<file path="config.mk">
export PLATFORM = sky130hd
export DESIGN_NAME = read_seq_lane
export DESIGN_NICKNAME = d
export VERILOG_FILES = /design/src/rtl/read_seq_lane.sv
export SDC_FILE = /design/constraint.sdc
export NUM_CORES = 1
export LEC_CHECK = 0
export ABC_AREA = 0
export BUFFER_PORTS_ARGS = -buffer_cell sky130_fd_sc_hd__buf_2
export CORE_AREA = 2 2 39 41
export DETAILED_ROUTE_END_ITERATION = 8
export DIE_AREA = 0 0 41 43
export GPL_TIMING_DRIVEN = 1
export SLEW_MARGIN = 40
export SYNTH_ARGS = -nofsm -noshare
export SYNTH_HDL_FRONTEND = slang
export SYNTH_SLANG_ARGS = --single-unit
</file>
<file path="constraint.sdc">
create_clock -name vclk -period 2.5
set_clock_uncertainty 0.2 [all_clocks]
set_input_delay 0.25 -clock vclk [all_inputs]
set_output_delay 0.25 -clock vclk [all_outputs]
set_load 0.05 [all_outputs]
</file>
<file path="src/rtl/read_seq_lane.sv">
// One read channel: derives its address from the shared step counter and
// checks the combinational read response against the expected pattern.
module read_seq_lane #(
    parameter int CH        = 0,
    parameter int ADDR_W    = 4,
    parameter int DATA_W    = 8,
    parameter int DATA_MULT = 5
) (
    input  logic [ADDR_W-1:0] step,
    input  logic              run,
    input  logic              valid,
    input  logic [DATA_W-1:0] rdata,
    input  logic              rresp,
    output logic [ADDR_W-1:0] raddr,
    output logic              mismatch
);

    logic [ADDR_W-1:0] addr;
    logic [DATA_W-1:0] exp_data;

    // Truncation to ADDR_W gives the required modulo wrap.
    assign addr     = step + ADDR_W'(CH);
    assign raddr    = run ? addr : '0;
    assign exp_data = DATA_W'(32'(addr) * 32'(DATA_MULT));

    // With rvalid low the data is don't-care but a response flag is still an error.
    assign mismatch = run && (valid ? (!rresp || (rdata != exp_data)) : rresp);

endmodule

</file>
Yosys cells after proc, flatten, opt, wreduce, memory -nomap -nowiden:

Cells that the tools add are included.

* $add $sub $neg: 0
* multipliers: 1
* div/mod/pow operators: 0
* magnitude comparators: 0
* eq/ne operators: 1
* shifts and indexed selects: 0
* mux-type cells: 2
* bitwise operators: 0
* reduce and logical (&&, ||, !) cells: 3

Operators with widths (number)
* != test 8 x 7 -> 1 bit: 1
* multiplier 4 x 3 -> 7 bit, second input constant: 1
* two-way mux 4 bit: 1
* logical AND 1 bit: 1
* zero test 1 bit: 1
* logical OR 1 bit: 1
* two-way mux 1 bit: 1

* flip-flop bits (word level): 0
* latch bits: 0
* RAM bits: 0
* ROM bits: 0
* input bits: 15
* output and inout port bits: 5
* logic and storage cells: 7
* memories: 0

Logic depth before layout (Yosys ltp):

Gate-level depths: netlist (run 1).

* word-level depth: 5
* gate-level depth with buffers: 8
* gate-level depth less buffers: 8

Worst setup path after synthesis (run 1):

Ideal clock, no wire load.

* path type: input port to output port
* from: input step[1]
* to: output mismatch
* arrival time: 2.315 ns
* required time: 2.050 ns
* setup slack: -0.265 ns
* cell stages on the path: 8
* path buffers: 0
* cells stage by stage: ha_1 > ha_1 > inv_1 > fa_1 > xnor2_1 > nor3_1 > a31o_1 > a31oi_1

* word-level cells in the longest chain between the ends: 5

RTL lines
* start: declaration: line 9 `input logic [ADDR_W-1:0] step,`
* multiplier 4 x 3 -> 7 bit: line 24 `assign exp_data = DATA_W'(32'(addr) * 32'(DATA_MULT));`
* != test 8 x 7 -> 1 bit: line 27 `assign mismatch = run && (valid ? (!rresp || (rdata != exp_data)) : rresp);`
* logical OR 1 bit: line 27
* two-way mux 1 bit: line 27
* logical AND 1 bit: line 27
* end: declaration: line 15 `output logic mismatch`

Every way passes these cells.

Worst setup path after layout (run 1):

* from: input step[0]
* to: output mismatch

The elaborated chain is that of the path after synthesis.

==> impl_summary.log, run 1 <==
[metrics] cell area after synthesis: 214.0 sq um
[metrics] multi-input combinational cell area: 255.2 sq um
[metrics] Worst Path Max Fanout: 2
[metrics] pin count of the biggest net entering global routing: 6
[metrics] # fillers: 150
[metrics] WHS: 711.5 ps
[metrics] Startpoint Class: input pin
[metrics] transition time at the pin with the least slew margin: 273.7 ps
[metrics] final net count: 73
[metrics] first-pass GRT wire length: 924 um
[metrics] average wire per cell in the routed design: 9.731 um
[metrics] standard-cell rows: 14
[metrics] final number of hold-violating endpoints: 0
[metrics] synth-to-layout area growth: 107.0%
[metrics] placed inst area: 370.4 sq um
[metrics] grt ovf: 0
[metrics] Hold Startpoint: run
[metrics] worst slew slack as a fraction of its limit: 81.60%
[metrics] Post-Syn Area per Cell: 8.229 sq um
[metrics] nature of the critical path endpoint: output pin
[metrics] distinct cell type count of the synthesized netlist: 13
[metrics] maximum cell stage delay along the critical path: 430 ps
[metrics] library cell with the largest summed area after synthesis: ha_1
[metrics] Critical Setup Path Class: input pin to output pin
[metrics] number of antenna violations at the first check in global routing: 0
[metrics] leakage power of the design: 0.2201 nW
[metrics] family of cells with the greatest summed delay on the critical path: adder cells
[metrics] sequential cell count: 0
[metrics] number of cells produced by synthesis: 26
[metrics] Die W: 41 um
[metrics] number of pins with negative max-slew slack in the final report: 0
[metrics] total global-route track usage: 7.000%
[metrics] Yosys top cell area share: 23.39%
[metrics] FF+latch area: 0 sq um
[metrics] overall power of the completed layout: 95.54 uW
[metrics] share of the clock period used by the worst path: 97.78%
[metrics] most instantiated cells after synthesis: 4 x and2_1, 4 x ha_1, 4 x xor2_1
[metrics] DIE AREA: 0.001763 sq mm
[metrics] Port Buffers: 20
[metrics] Die Y: 43 um
[metrics] number of clock buffers in the layout: 0
[metrics] vias in the first global route: 216
[metrics] launching element of the worst setup path: step[0]
[metrics] final weighted congestion in routability-driven placement: 0.6695
[metrics] buffering stage count on the worst path with inverters included: 3
[metrics] sequential fraction of the synthesis area: 0%
[metrics] result of the run: finished, final reports clean
[metrics] post-route setup TNS: 0 ps
[metrics] worst IR drop on VDD: 0.00007160 V
[metrics] Post-Synthesis Net Count: 46
[metrics] synth top area cells: ha_1 23%, xor2_1 16%, xnor2_1 12%, and2_1 12%, fa_1 9.4%
[metrics] final critical delay including setup and external delays: 2445 ps
[metrics] antenna cell count: 0
[metrics] worst hold path type: input pin to output pin
[metrics] Max Freq: 409.1 MHz
[metrics] MaxCap Viol Count: 0
[metrics] number of nets with antenna violations after routing: 0
[metrics] ratio of routed vias to standard cells: 3.970
[metrics] worst path cell trace: buf_2 > ha_1 > ha_4 > inv_2 > fa_1 > xnor2_2 > nor4_2 > a31oi_2 > buf_6
[metrics] final routed DRC violation total: 0
[metrics] CP max stage cell: fa_1
[metrics] required time at the worst-slack endpoint: 2050 ps
[metrics] core region area: 0.001384 sq mm
[metrics] top-level port count: 20
[metrics] layout cell share with drive strength beyond 1: 62.75%
[metrics] setup violation total in the final timing report: 0
[metrics] effective utilization at floorplan: 15.46%
[metrics] detailed placer's ending HPWL: 525.6 um
[metrics] first-pass detailed-route iteration total: 2
[metrics] P per Cell Area: 215.7 mW/mm^2
[metrics] via count of the routed design: 266
[metrics] warnings from Yosys: 0
[metrics] post-route design area: 442.9 sq um
[metrics] aggregate routed wire length: 652 um
[metrics] Initial DRC Count: 3
[metrics] data arrival at the endpoint of the critical path: 1990 ps
-- final timing paths --
| kind | to | slack, ps | cells past startpoint |
|---|---|---|---|
| setup / recovery | mismatch | 60 | 9 |
| hold / removal | mismatch | 710 | 4 |
-- cell type report --
cell class	count	share of cell area, %
multi-input cells	23	57.63
repair buffers	25	35.31
well taps	16	4.520
inverters	3	2.542
-- per-stage QoR --
stage               utilization, %  instances  setup slack [ps]
floorplan                        -         26             18.58
finish                       32.01         67             55.38
global placement             26.76         66            -136.4
CTS                          27.67         66             1.688
detailed placement           26.76         66            -133.4
global route                 32.01         67            -27.88
-- per-layer routing --
layer	vias to the layer above	part of all wire, %	GRT usage, %
met5	-	0	0
met4	0	0	0
met3	0	9.5	0.5236
met2	14	47	10.31
met1	110	43	11.43
li1	142	-	-
-- kinds of logic after synthesis --
logic type                 count (synthesis)  share of synthesized area, %
AOI/OAI and AO/OA                          4                         11.69
xor gates and xnor gates                   7                         28.66
adders and majority gates                  5                         32.75
buffers and inverters                      3                         5.263
and+or+nand+nor                            7                         21.64
-- what timing repair did --
item | 4_1_cts | 5_1_grt
gates resized for setup | 3 | 10
setup endpoints to repair | 1 | 1
buffers inserted | 0 | 1
hold buffers | 0 | 0
pin swaps | 2 | 6
-- cell usage in the layout, fill, tap and decap left out --
master	count
xnor2_1	1
xnor2_2	2
ha_1	2
o21ai_0	1
a31oi_2	1
buf_2	17
inv_2	1
inv_1	2
nor4_2	1
buf_6	3
ha_4	2
xor2_1	4
a21oi_1	1
a31o_1	1
buf_4	5
nor3_1	1
and4b_1	1
fa_1	1
and2_1	4
-- where the power goes --
part | internal, mW | leakage, nW | switching [mW]
logic | 0.0466 | 0.220 | 0.0489
clock network | 0 | 0 | 0
registers | 0 | 0 | 0
Power figures use the tool's default switching activity.
==> run 2: changes to the inputs <==
- MAX_ROUTING_LAYER: unset -> met4
==> run 2 against run 1 <==
  * Sequential cell count unchanged
  * Routed wire length unchanged
  * Critical path type unchanged
  * Worst hold slack hardly changed
  * Via count unchanged
  * Largest power group unchanged
  * Final cell count did not move
  * Combinational power about the same
  * Non-clock buffer count is the same
==> impl_summary.log, run 2 (synthesized netlist as in run 1, its figures left out) <==
[metrics] effective utilization at floorplan: 15.46%
[metrics] transition time at the pin with the least slew margin: 273.7 ps
[metrics] Die Y: 43 um
[metrics] final weighted congestion in routability-driven placement: 0.6760
[metrics] number of buffers inserted for hold repair after clock tree synthesis: 0
[metrics] top-level port count: 20
[metrics] setup violation total in the final timing report: 0
[metrics] worst slew slack as a fraction of its limit: 81.60%
[metrics] P per Cell Area: 215.8 mW/mm^2
[metrics] family of cells with the greatest summed delay on the critical path: adder cells
[metrics] buffering stage count on the worst path with inverters included: 3
[metrics] maximum cell stage delay along the critical path: 430 ps
[metrics] post-route design area: 442.9 sq um
[metrics] Max Freq: 409.0 MHz
[metrics] via count of the routed design: 266
[metrics] worst slack after detailed placement: -133.4 ps
[metrics] CP max stage cell: fa_1
[metrics] ratio of routed vias to standard cells: 3.970
[metrics] first-pass detailed-route iteration total: 2
[metrics] Critical Setup Path Class: input pin to output pin
[metrics] standard-cell rows: 14
[metrics] sequential cell count: 0
[metrics] required time at the worst-slack endpoint: 2050 ps
[metrics] Worst Path Max Fanout: 2
[metrics] layout cell share with drive strength beyond 1: 62.75%
[metrics] Port Buffers: 20
[metrics] synth-to-layout area growth: 107.0%
[metrics] worst IR drop on VDD: 0.00007179 V
[metrics] Die W: 41 um
[metrics] result of the run: finished, final reports clean
[metrics] final net count: 73
[metrics] worst path cell trace: buf_2 > ha_1 > ha_4 > inv_2 > fa_1 > xnor2_2 > nor4_2 > a31oi_2 > buf_6
[metrics] MaxCap Viol Count: 0
[metrics] worst hold path type: input pin to output pin
[metrics] total global-route track usage: 7.172%
[metrics] core region area: 0.001384 sq mm
[metrics] average wire per cell in the routed design: 9.731 um
[metrics] aggregate routed wire length: 652 um
[metrics] leading cell type in the layout, fill and taps excluded: buf_2
[metrics] antenna cell count: 0
[metrics] vias in the first global route: 216
[metrics] number of pins with negative max-slew slack in the final report: 0
[metrics] final number of hold-violating endpoints: 0
[metrics] number of antenna violations at the first check in global routing: 0
[metrics] number of nets with antenna violations after routing: 0
[metrics] share of the clock period used by the worst path: 97.81%
[metrics] FF+latch area: 0 sq um
[metrics] leakage power of the design: 0.2201 nW
[metrics] Startpoint Class: input pin
[metrics] Initial DRC Count: 3
[metrics] final critical delay including setup and external delays: 2445 ps
[metrics] DIE AREA: 0.001763 sq mm
[metrics] multi-input combinational cell area: 255.2 sq um
[metrics] nature of the critical path endpoint: output pin
[metrics] grt ovf: 0
[metrics] detailed placer's ending HPWL: 525.6 um
[metrics] final routed DRC violation total: 0
[metrics] commonest non-fill, non-tap cells in the layout: 17 x buf_2, 5 x buf_4, 4 x and2_1, 4 x xor2_1, 3 x buf_6
[metrics] # fillers: 150
[metrics] data arrival at the endpoint of the critical path: 2000 ps
[metrics] first-pass GRT wire length: 924 um
[metrics] number of clock buffers in the layout: 0
[metrics] placed inst area: 370.4 sq um
[metrics] fin worst setup slack: 54.82 ps
[metrics] pin count of the biggest net entering global routing: 6
## run 2: cell counts in the layout (fill, tap and decap cells not counted)
Identical to the previous run, type by type.
## run 2: tightest hold or removal path: cells and delay by family
family	cells	cell delay, ps
compound gates	2	140
buf+inv	2	270
## run 2: area by class of cell
cell class,instances,area share (%)
multi-input combinational,23,57.63
timing repair buffer,25,35.31
tap,16,4.520
inverter,3,2.542
## run 2: path summary, 6_finish.rpt
path                 from        to  slack [ps]  depth (start not counted)
hold / removal        run  mismatch         710                          4
setup / recovery  step[0]  mismatch          50                          9
## run 2: power breakdown
part	internal, mW	switching [mW]	total (mW)
clock network	0	0	0
registers	0	0	0
logic	0.0466	0.0489	0.0956
total	0.0466	0.0489	0.0956
## run 2: metrics by stage
stage               std cells  util, %  TNS, ps  power [mW]  hold slack, ps
finish                     67    32.01        0     0.09559           711.5
global route               67    32.01   -27.88      0.1048           746.1
CTS                        66    27.67        0     0.08019           719.5
detailed placement         66    26.76   -133.4     0.07593           751.6
global placement           66    26.76   -136.4     0.07486           752.5
floorplan                  26        -        0     0.04698           503.1
## run 2: per-layer routing
metal,wire (um),GRT usage (%),vias to the layer above
met4,0,0,0
li1,-,-,142
met1,291,11.75,110
met2,306,10.31,14
met3,54,0,0
met5,0,-,-
## run 2: repair_timing
item / 4_1_cts / 5_1_grt
gates resized for setup: 3 / 10
pin swaps: 2 / 6
gates cloned: 0 / 0
setup endpoints to repair: 1 / 1
setup buffers: 0 / 1
